### src/rtl/twos_to_signmag_if.sv
// Handshake bundle for the two's-complement to sign-magnitude decoder:
// word input, result output and the busy status flag.
interface twos_to_signmag_if #(
  parameter int WIDTH = 12
);
  logic             in_valid;
  logic             in_ready;
  logic [WIDTH-1:0] in_data;
  logic             out_valid;
  logic             out_ready;
  logic             out_sign;
  logic [WIDTH-2:0] out_mag;
  logic             out_ovf;
  logic             busy;

  modport slave (
    input  in_valid, in_data, out_ready,
    output in_ready, out_valid, out_sign, out_mag, out_ovf, busy
  );

  modport master (
    output in_valid, in_data, out_ready,
    input  in_ready, out_valid, out_sign, out_mag, out_ovf, busy
  );
endinterface

### src/rtl/twos_to_signmag.sv
// Bit-serial two's-complement to sign-magnitude decoder. The magnitude is
// rebuilt LSB-first with the copy-until-first-one-then-invert rule.
module twos_to_signmag #(
  parameter int WIDTH = 12
) (
  input logic              t_clk,
  input logic              rst_n,
  twos_to_signmag_if.slave bus
);
  localparam int MW    = WIDTH - 1;
  localparam int CNT_W = (WIDTH > 2) ? $clog2(WIDTH - 1) : 1;

  typedef enum logic [1:0] {S_IDLE, S_SHIFT, S_DONE} state_t;

  state_t            r_state;
  logic [MW-1:0]     r_shift;
  logic [MW-1:0]     r_acc;
  logic [MW-1:0]     r_mag;
  logic [CNT_W-1:0]  r_cnt;
  logic              r_flag;
  logic              r_sign;
  logic              r_ovf;
  logic              r_valid;
  logic              r_busy;

  logic              w_bit;
  logic              w_res_bit;
  logic              w_flag_next;
  logic              w_ovf;
  logic [MW:0]       w_acc_ext;
  logic [MW-1:0]     w_mag_next;
  logic              w_in_ready;
  logic              w_accept;
  logic              w_last;

  // The most-negative word has no positive counterpart; clamp its magnitude.
  function automatic logic [MW-1:0] sat_mag(input logic [MW-1:0] mag,
                                            input logic          ovf);
    return ovf ? {MW{1'b1}} : mag;
  endfunction

  assign w_bit       = r_shift[0];
  assign w_res_bit   = (r_sign && r_flag) ? ~w_bit : w_bit;
  assign w_flag_next = r_flag | (r_sign & w_bit);
  assign w_ovf       = r_sign & ~w_flag_next;
  assign w_acc_ext   = {w_res_bit, r_acc};
  assign w_mag_next  = w_acc_ext[MW:1];
  assign w_last      = (r_cnt == CNT_W'(WIDTH - 2));

  // DONE forwards downstream readiness so a new word can enter with no bubble.
  always_comb begin
    w_in_ready = 1'b0;
    case (r_state)
      S_IDLE:  w_in_ready = 1'b1;
      S_DONE:  w_in_ready = bus.out_ready;
      default: w_in_ready = 1'b0;
    endcase
  end

  assign w_accept = bus.in_valid & w_in_ready;

  always_ff @(posedge t_clk or negedge rst_n) begin
    if (!rst_n) begin
      r_state <= S_IDLE;
      r_shift <= '0;
      r_acc   <= '0;
      r_mag   <= '0;
      r_cnt   <= '0;
      r_flag  <= 1'b0;
      r_sign  <= 1'b0;
      r_ovf   <= 1'b0;
      r_valid <= 1'b0;
      r_busy  <= 1'b0;
    end else if (w_accept) begin
      r_shift <= bus.in_data[MW-1:0];
      r_sign  <= bus.in_data[WIDTH-1];
      r_acc   <= '0;
      r_cnt   <= '0;
      r_flag  <= 1'b0;
      r_valid <= 1'b0;
      r_busy  <= 1'b1;
      r_state <= S_SHIFT;
    end else begin
      case (r_state)
        S_SHIFT: begin
          r_shift <= r_shift >> 1;
          r_acc   <= w_mag_next;
          r_flag  <= w_flag_next;
          r_cnt   <= r_cnt + CNT_W'(1);
          if (w_last) begin
            r_mag   <= sat_mag(w_mag_next, w_ovf);
            r_ovf   <= w_ovf;
            r_valid <= 1'b1;
            r_busy  <= 1'b0;
            r_state <= S_DONE;
          end
        end
        S_DONE: begin
          if (bus.out_ready) begin
            r_valid <= 1'b0;
            r_state <= S_IDLE;
          end
        end
        default: ;
      endcase
    end
  end

  assign bus.in_ready  = w_in_ready;
  assign bus.out_valid = r_valid;
  assign bus.out_sign  = r_sign;
  assign bus.out_mag   = r_mag;
  assign bus.out_ovf   = r_ovf;
  assign bus.busy      = r_busy;
endmodule
### src/flat_wrapper.sv
// flat-port wrapper written by rule: the top's interface ports become plain ports
module twos_to_signmag_flat 
#(
  parameter int WIDTH = 12
)
  (t_clk, rst_n, bus_in_valid, bus_in_data, bus_out_ready, bus_in_ready, bus_out_valid, bus_out_sign, bus_out_mag, bus_out_ovf, bus_busy);
  twos_to_signmag_if #(.WIDTH(WIDTH)) bus_i ();
  input logic t_clk;
  input logic rst_n;
  input wire logic [$bits(bus_i.in_valid)-1:0] bus_in_valid;
  input wire logic [$bits(bus_i.in_data)-1:0] bus_in_data;
  input wire logic [$bits(bus_i.out_ready)-1:0] bus_out_ready;
  output wire logic [$bits(bus_i.in_ready)-1:0] bus_in_ready;
  output wire logic [$bits(bus_i.out_valid)-1:0] bus_out_valid;
  output wire logic [$bits(bus_i.out_sign)-1:0] bus_out_sign;
  output wire logic [$bits(bus_i.out_mag)-1:0] bus_out_mag;
  output wire logic [$bits(bus_i.out_ovf)-1:0] bus_out_ovf;
  output wire logic [$bits(bus_i.busy)-1:0] bus_busy;
  assign bus_i.in_valid = bus_in_valid;
  assign bus_i.in_data = bus_in_data;
  assign bus_i.out_ready = bus_out_ready;
  assign bus_in_ready = bus_i.in_ready;
  assign bus_out_valid = bus_i.out_valid;
  assign bus_out_sign = bus_i.out_sign;
  assign bus_out_mag = bus_i.out_mag;
  assign bus_out_ovf = bus_i.out_ovf;
  assign bus_busy = bus_i.busy;
  twos_to_signmag #(.WIDTH(WIDTH)) u_core (.t_clk(t_clk), .rst_n(rst_n), .bus(bus_i));
endmodule
### config.mk
export PLATFORM = sky130hd
export DESIGN_NAME = twos_to_signmag_flat
export DESIGN_NICKNAME = d
export VERILOG_FILES = /design/src/rtl/twos_to_signmag_if.sv /design/src/rtl/twos_to_signmag.sv /design/src/flat_wrapper.sv
export SDC_FILE = /design/constraint.sdc
export NUM_CORES = 1
export LEC_CHECK = 0
export ABC_AREA = 1
export ABC_CLOCK_PERIOD_IN_PS = 1400
export CORE_UTILIZATION = 32
export CTS_BUF_LIST = sky130_fd_sc_hd__clkbuf_16
export DETAILED_ROUTE_END_ITERATION = 12
export PLACE_DENSITY_LB_ADDON = 0.12
export SYNTH_ARGS = -nofsm -noshare
export SYNTH_HDL_FRONTEND = slang
export SYNTH_SLANG_ARGS = --single-unit
### constraint.sdc
create_clock -name t_clk -period 1.4 [get_ports t_clk]
set_input_delay 0.28 -clock t_clk [delete_from_list [all_inputs] [get_ports t_clk]]
set_output_delay 0.28 -clock t_clk [all_outputs]
set_load 0.05 [all_outputs]
Word-level counts from Yosys, hierarchy flattened
Index checks and enable logic that the tools add are counted.
{"block": "op_classes", "add_sub_neg": 1, "n_eq_ne": 5, "muxes": 22, "bitwise": 7, "reduce_logical": 8}
{"op": "11-bit 2-to-1 mux", "n": 5}
{"op": "1-bit 2-to-1 mux", "n": 9}
{"op": "4-bit 2-to-1 mux", "n": 2}
{"op": "2-bit 2-to-1 mux", "n": 3}
{"op": "3-bit AND reduction", "n": 2}
{"op": "4-bit by 1-bit adder with 4-bit output, second input constant", "n": 1}
{"op": "4-bit == test, second input constant", "n": 1}
{"op": "1-bit case mux with 2 select lines", "n": 2}
{"op": "2-bit case mux with 2 select lines", "n": 1}
{"op": "2-bit nonzero test", "n": 2}
{"op": "1-bit bitwise AND", "n": 3}
{"op": "3-bit by 1-bit inequality test with 1-bit output, second input constant", "n": 1}
{"op": "3-bit by 2-bit inequality test with 1-bit output, second input constant", "n": 1}
{"op": "1-bit inverter", "n": 3}
{"op": "3-bit nonzero test", "n": 1}
{"op": "2-bit by 1-bit == test with 1-bit output, second input constant", "n": 1}
{"op": "2-bit == test, second input constant", "n": 1}
{"op": "2-bit logical NOT", "n": 1}
{"op": "2-bit AND reduction", "n": 1}
{"op": "1-bit logical AND", "n": 1}
{"op": "1-bit bitwise OR", "n": 1}
{"block": "word_totals", "register_bits": 44, "out_inout_bits": 16}

Depth between registers and ports, before layout
Gate-level depths: netlist (run 1).
{"block": "logic_depth", "ltp_word": 5, "ltp_mapped": 9, "ltp_nobuf": 8}

Worst setup path after synthesis (run 1)
Ideal clock, no wire load.
{"block": "synth_path", "kind": "register -> register", "start": "register u_core.bus.out_valid (netlist name)", "end": "register u_core.r_shift[0]", "arrival_ns": 1.643, "required_time_ns": 1.276, "setup_slack_ns": -0.368, "stages_incl_launch_ff": 10, "period_less_slack_ns": 1.768, "cell_sequence": "dfrtp_1 inv_1 ha_1 inv_1 nand2_2 nand2_2 buf_6 inv_2 nand2_1 nand3_1"}
{"item": "end signal: assignment", "line": "twos_to_signmag.sv:75", "rtl": "r_shift <= bus.in_data[MW-1:0];"}
{"item": "end signal: assignment", "line": "twos_to_signmag.sv:86", "rtl": "r_shift <= r_shift >> 1;"}
{"item": "end: declaration", "line": "twos_to_signmag.sv:16", "rtl": "logic [MW-1:0] r_shift;"}

==> reports/qor.csv, run 1 <==
metric,value,unit
setup repair after global routing missed its margin,true,
DRT Pass-1 Iters,4,
CTS tree,built,
Highest Clock Rate,0.641,GHz
failing checks,setup timing,
layout cells sized above 1,19.7,%
Slew @ Worst Pin,330,ps
clock latency at the later pin of the worst-skew pair,280,ps
TritonCTS Sinks,42,
Setup-failing EPs final,5,
worst r2r src,u_core.bus.out_valid,
post-route setup slack,-159,ps
status,"finished, violations left",
multiplexer share of the synthesized area,0,%
Longest Clk Path Bufs,2,
Chip Width,80.9,um
H-tree depth,2,
clk root buf,clkbuf_16,
Final GP Congestion,0.776,
Synth cell types,18,
register area,1050,um2
Worst Setup Start Kind,flop,
DIE AREA,6550,um2
die height,80.9,um
vias in the first global route,1433,
Synth Cell Area,1990,um2
period utilization,111,%
ant diodes,0,
Mean Syn Cell Area,8.17,um2
filler cell count,586,
post-synthesis adder-cell area fraction,3.14,%
Final Hold Viols,0,
fin crit period,1560,ps
Synth Area in Compound Gates,6.78,%
Vias/cell,4.28,
Pwr Density,1970,nW/um2
share of the yosys chip area belonging to registers,52.7,%
Yosys reg bits,42,
Wirelength per Cell,10.3,um
CORE AREA,5960,um2
Max Fanout on Critical Path,3,
Leak,1.51,nW
VDD IR-drop max,0.00156,V
clk slew on worst S/H paths,60,ps
IO Count,32,
Gate Count Post-Synth,244,
initial DRC count,78,
GRT Residual Overflow,0,
"Cell Area, Placed",2610,um2
fin. max-slew vios,0,
worst min path class,input pin to async pin,
Synth Area in Simple Gates,25.0,%
Pwr Total,5.66,mW
Via Count,1563,
Worst Clk Skew,5.75,ps
Multi-input gate area,792,um2
Finished Cell Area,2870,um2
kind of end point of the critical path,output port,
WS Path Type,flop to output port,
first-pass GRT wire length,6.42,mm
CP arrival,1280,ps
CP startpoint,u_core.bus.out_valid,
"Net Count, Synth",265,
initial antenna violation count,0,
antenna-violating nets left,0,
normalized max-slew margin,78.0,%
Max Cap Viol,0,
Final nets,310,
CTS buffer count,5,
FP Rows,28,
GRT Total Usage,13.0,%
Area Overhead vs Synth,43.9,%
CP required,1120,ps
final design utilization,48.2,%
quantity of I/O buffers inserted on ports,31,
largest family of logic cells by synthesized area,simple AND/OR/NAND/NOR gates,
HPWL Detailed,2.51,mm
XOR/XNOR Fraction of Synth Area,1.32,%
total wire length,3.76,mm
drt drc,0,
Ys Warns,0,
Initial Util,33.5,%
largest net degree at the start of global routing,34,
## kinds of logic (layout without fill, tap and decap cells)
group | count (synthesis) | in the layout
adders and majority gates | 5 | 5
AOI/OAI and AO/OA | 27 | 27
xor gates and xnor gates | 3 | 3
DFF | 42 | 42
buffers and inverters | 44 | 90
and+or+nand+nor | 123 | 123
## cell type report
type / instances / share of cell area, %
flip-flops and latches: 42 / 36.7
multi-input cells: 158 / 27.6
repair buffers: 48 / 22.1
inverters: 33 / 5.10
clock buffers: 5 / 4.36
well taps: 75 / 3.27
clock inverters: 3 / 0.567
repair inverters: 1 / 0.305
## report_power, final
part           internal (mW)  switching [mW]  leakage, nW
Sequential              1.58           0.263        0.546
Clock                  0.650           0.442       0.0672
Combinational           1.23            1.49        0.902
Total                   3.46            2.20         1.51
## critical path: stages (launching register included)
cell and delay, ps:
dfrtp_2 450, ha_4 180, nand2_4 70, nand2_8 50, buf_6 110, buf_12 130
## registers in the layout, summed over array words and instances, names as in the netlist
register              flops
u_core.r_flag             1
u_core.r_acc             10
u_core.bus.busy           1
u_core.r_state            1
u_core.bus.out_mag       11
u_core.r_cnt              4
u_core.bus.out_valid      1
u_core.bus.out_sign       1
u_core.r_shift           11
u_core.bus.out_ovf        1
## per-stage QoR
step                setup WS (ps)  TNS [ps]  instances  hold slack [ps]
CTS                          -172      -320        358              452
global route                 -202     -2980        365              465
finish                       -159      -189        365              431
detailed placement           -202     -4030        348              196
floorplan                   -49.2     -1050        244            -15.6
global placement             -180     -3600        348              199
## synthesized netlist by cell type
| cell | n | share of area (%) |
|---|---|---|
| ha_1 | 5 | 3.1 |
| nand2_2 | 2 | 0.63 |
| inv_2 | 2 | 0.38 |
| buf_2 | 3 | 0.75 |
| nand2_1 | 97 | 18 |
| xor2_1 | 2 | 0.88 |
| nor2_1 | 4 | 0.75 |
| nor2_4 | 1 | 0.56 |
| o21ai_0 | 23 | 5.8 |
| dfrtp_1 | 42 | 53 |
| buf_4 | 3 | 1.1 |
| o21ai_1 | 1 | 0.25 |
| a21oi_1 | 3 | 0.75 |
| nand3_1 | 19 | 4.8 |
| buf_6 | 5 | 2.8 |
| xnor2_1 | 1 | 0.44 |
| inv_4 | 1 | 0.31 |
| inv_1 | 30 | 5.6 |
## routing by layer
layer	part of all wire, %	up-vias	GRT usage (%)	wire length (um)
met5	0	-	0	0
met4	1.3	0	5.36	48
met1	49	691	16.4	1850
met2	46	30	20.7	1730
met3	3.5	4	3.71	133
li1	-	838	-	-
## worst paths after layout
kind / endpoint / slack, ps / cells past startpoint
max: bus_in_ready / -160 / 5
min: u_core.bus.out_ovf / 430 / 2
max reg2reg: u_core.r_shift[3] / -20 / 7
min reg2reg: u_core.bus.out_mag[8] / 490 / 2
max in group asynchronous: u_core.r_shift[4] / 510 / 3
min in group t_clk: u_core.bus.out_mag[8] / 490 / 2
## cells in the final DEF, fill, tap and decap left out, drive strengths merged
cell | netlist | final
dfrtp | 42 | 42
a21oi | 3 | 3
nand2 | 99 | 99
clkdlybuf4s50 | 0 | 14
inv | 33 | 34
o21ai | 24 | 24
xor2 | 2 | 2
nor2 | 5 | 5
clkbuf | 0 | 5
xnor2 | 1 | 1
ha | 5 | 5
nand3 | 19 | 19
dlygate4sd3 | 0 | 1
buf | 11 | 33
clkinvlp | 0 | 1
clkinv | 0 | 2
## repair_timing
action,CTS,global route
setup endpoints to repair,24,38
gates cloned,0,2
hold buffers,1,0
gates resized for setup,5,19
pin swaps,3,7
hold endpoints to repair,12,0
buffers inserted,1,5
Power figures use the tool's default switching activity.
==> run 2, diff against run 1 <==
--- a/config.mk
+++ b/config.mk
@@ -10,7 +10,6 @@
 export CORE_UTILIZATION = 32
 export CTS_BUF_LIST = sky130_fd_sc_hd__clkbuf_16
 export DETAILED_ROUTE_END_ITERATION = 12
-export PLACE_DENSITY_LB_ADDON = 0.12
 export SYNTH_ARGS = -nofsm -noshare
 export SYNTH_HDL_FRONTEND = slang
 export SYNTH_SLANG_ARGS = --single-unit
==> run 2 against run 1 <==
Effect of this change:
- the flow still finishes with violations (setup timing)
- hold slack better by 66 ps
- clock skew is 2.9 ps lower
- final cell count is 0.27% lower
- routed wire length is 9.2% higher
- sequential share of layout area is 0.57 points lower
- largest power group unchanged
- combinational power is 3% higher
- register-to-register slack worse by 80 ps
- utilization is 0.76 points higher
- sequential cell count stayed put
- worst setup slack worse by 2.5 ps
==> reports/qor.csv, run 2 (synthesis results as in run 1) <==
metric,value,unit,change
Slowest Stage Delay on Critical Path,440,ps,about the same
fin. max-slew vios,0,,unchanged
Max Fanout on Critical Path,3,,unchanged
fin crit period,1560,ps,+2.51 ps
Final nets,309,,-0.32%
post-route setup slack,-162,ps,-2.51 ps
CORE AREA,5960,um2,unchanged
Vias/cell,4.40,,+2.8%
"Cell Area, Placed",2610,um2,-0.29%
antenna-violating nets left,0,,unchanged
Initial Util,33.5,%,unchanged
DIE AREA,6550,um2,unchanged
CP required,1120,ps,about the same
HPWL Detailed,2.60,mm,+3.6%
status,"finished, violations left",,
Highest Clock Rate,0.640,GHz,-0.16%
Longest Clk Path Bufs,2,,unchanged
Worst Clk Skew,2.84,ps,-2.91 ps
post-route non-filler standard cell count,364,,-0.27%
kind of end point of the critical path,output port,,
normalized max-slew margin,68.0,%,-9.9 points
Via Count,1602,,+2.5%
period utilization,112,%,+0.18 points
IO Count,32,,unchanged
Finished Cell Area,2910,um2,+1.6%
TritonCTS Sinks,42,,unchanged
first-pass GRT wire length,6.79,mm,+5.7%
worst r2r src,u_core.bus.out_valid,,
DRT Pass-1 Iters,4,,unchanged
clk root buf,clkbuf_16,,
FP Rows,28,,unchanged
ant diodes,0,,unchanged
clk slew on worst S/H paths,60,ps,about the same
VDD IR-drop max,0.000722,V,-54%
sw frac,39.7,%,+0.86 points
initial antenna violation count,0,,unchanged
most frequent cells in the layout,"nand2_1 (94), dfrtp_1 (41), inv_1 (28)",,
Pwr Total,5.75,mW,+1.6%
# placed instances,347,,-0.29%
CP arrival,1280,ps,about the same
Final GP Congestion,0.774,,-0.33%
Clk pwr share,18.8,%,-0.5 points
WS Path Type,flop to output port,,
Worst Setup Start Kind,flop,,
Max Cap Viol,0,,unchanged
Chip Width,80.9,um,unchanged
H-tree depth,2,,unchanged
Pwr Density,1970,nW/um2,about the same
setup repair after global routing missed its margin,true,,
clock latency at the later pin of the worst-skew pair,280,ps,about the same
Sequential Power Share,32.7,%,about the same
Leak,1.53,nW,+0.85%
Setup-failing EPs final,27,,+22
total wire length,4.10,mm,+9.2%
largest net degree at the start of global routing,43,,+26%
Final Hold Viols,0,,unchanged
Critical R2R Capture,u_core.r_shift[0],,
NetSw,2.28,mW,+3.9%
CP startpoint,u_core.bus.out_valid,,
Gate power share,48.5,%,+0.4 points
GRT Residual Overflow,0,,unchanged
die height,80.9,um,unchanged
drt drc,0,,unchanged
failing checks,setup timing,,
Slew @ Worst Pin,479,ps,+149 ps
initial DRC count,99,,+27%
"reg-to-reg slack, setup",-100,ps,-80 ps
"commonest non-fill, non-tap cell in the layout",nand2_1,,
CTS tree,built,,
critical-path cell list,ha_4 -> nand2_4 -> nand2_8 -> buf_6 -> buf_12,,
GRT Total Usage,13.8,%,+0.82 points
Area Overhead vs Synth,46.2,%,
R2R cell count,7,,unchanged
CTS buffer count,5,,unchanged
Wirelength per Cell,11.3,um,+9.5%
"worst slack, placed",-231,ps,-29.3 ps
Worst path slowest cell,dfrtp_2,,
worst min path class,input pin to async pin,,
P_int,3.46,mW,+0.21%
quantity of I/O buffers inserted on ports,31,,unchanged
vias in the first global route,1472,,+2.7%
layout cells sized above 1,23.2,%,+3.5 points
[run 2: cell types whose count changed in the layout (fill, tap and decap cells not counted), sizes merged]
| cell | previous run | this run |
|---|---|---|
| clkinv | 2 | 3 |
| buf | 33 | 32 |
| clkinvlp | 1 | 0 |
[run 2: worst max path at each step]
stage / end / cells after the start
after floorplan: u_core.r_shift[5] / 7
after global placement: u_core.r_shift[4] / 7
after detailed placement: u_core.r_shift[4] / 7
after CTS: bus_in_ready / 5
after global routing: bus_in_ready / 5
final: bus_in_ready / 5
[run 2: power groups by stage]
stage	registers [mW]	logic (mW)	clock network, mW
6_report	1.88	2.79	1.08
5_1_grt	1.92	3.08	1.16
4_1_cts	1.86	2.50	1.11
3_5_place_dp	1.87	2.47	0
3_3_place_gp	1.86	2.43	0
2_1_floorplan	2.02	1.56	0
[run 2: what timing repair did]
item / 4_1_cts / 5_1_grt
setup endpoints to repair: 17 / 33
buffers inserted: 0 / 6
gates resized for setup: 2 / 35
hold buffers: 1 / 0
pin swaps: 2 / 14
hold endpoints to repair: 42 / 0
cloned: 0 / 2
[run 2: metrics by stage]
stage | TNS [ps] | hold WS [ps] | util (%)
finish | -1220 | 496 | 48.9
detailed placement | -4530 | 275 | 43.8
global route | -3560 | 539 | 48.9
CTS | -991 | 512 | 46.3
floorplan | -1050 | -15.6 | -
global placement | -3880 | 271 | 43.8
[run 2: area by class of cell]
| cell class | count | area, um2 |
|---|---|---|
| sequential | 42 | 1050 |
| timing repair buffer | 47 | 636 |
| multi-input combinational | 158 | 840 |
| clock inverter | 3 | 12.5 |
| fill | 561 | 3040 |
| inverter | 33 | 146 |
| timing repair inverter | 1 | 8.76 |
| clock buffer | 5 | 125 |
| tap | 75 | 93.8 |
[run 2: metal layers]
metal / GRT usage [%] / share of wire, % / wire (um)
met5: 0 / 0 / 0
met4: 5.18 / 1.3 / 54
met3: 3.03 / 2.9 / 120
met2: 21.3 / 47 / 1910
met1: 18.8 / 49 / 2020
[run 2: critical path: cells and delay by family, from the launching register on]
| kind | cells | cell delay [ps] |
|---|---|---|
| DFF | 1 | 440 |
| and+or+nand+nor | 2 | 130 |
| adders and majority gates | 1 | 180 |
| buffers and inverters | 2 | 240 |
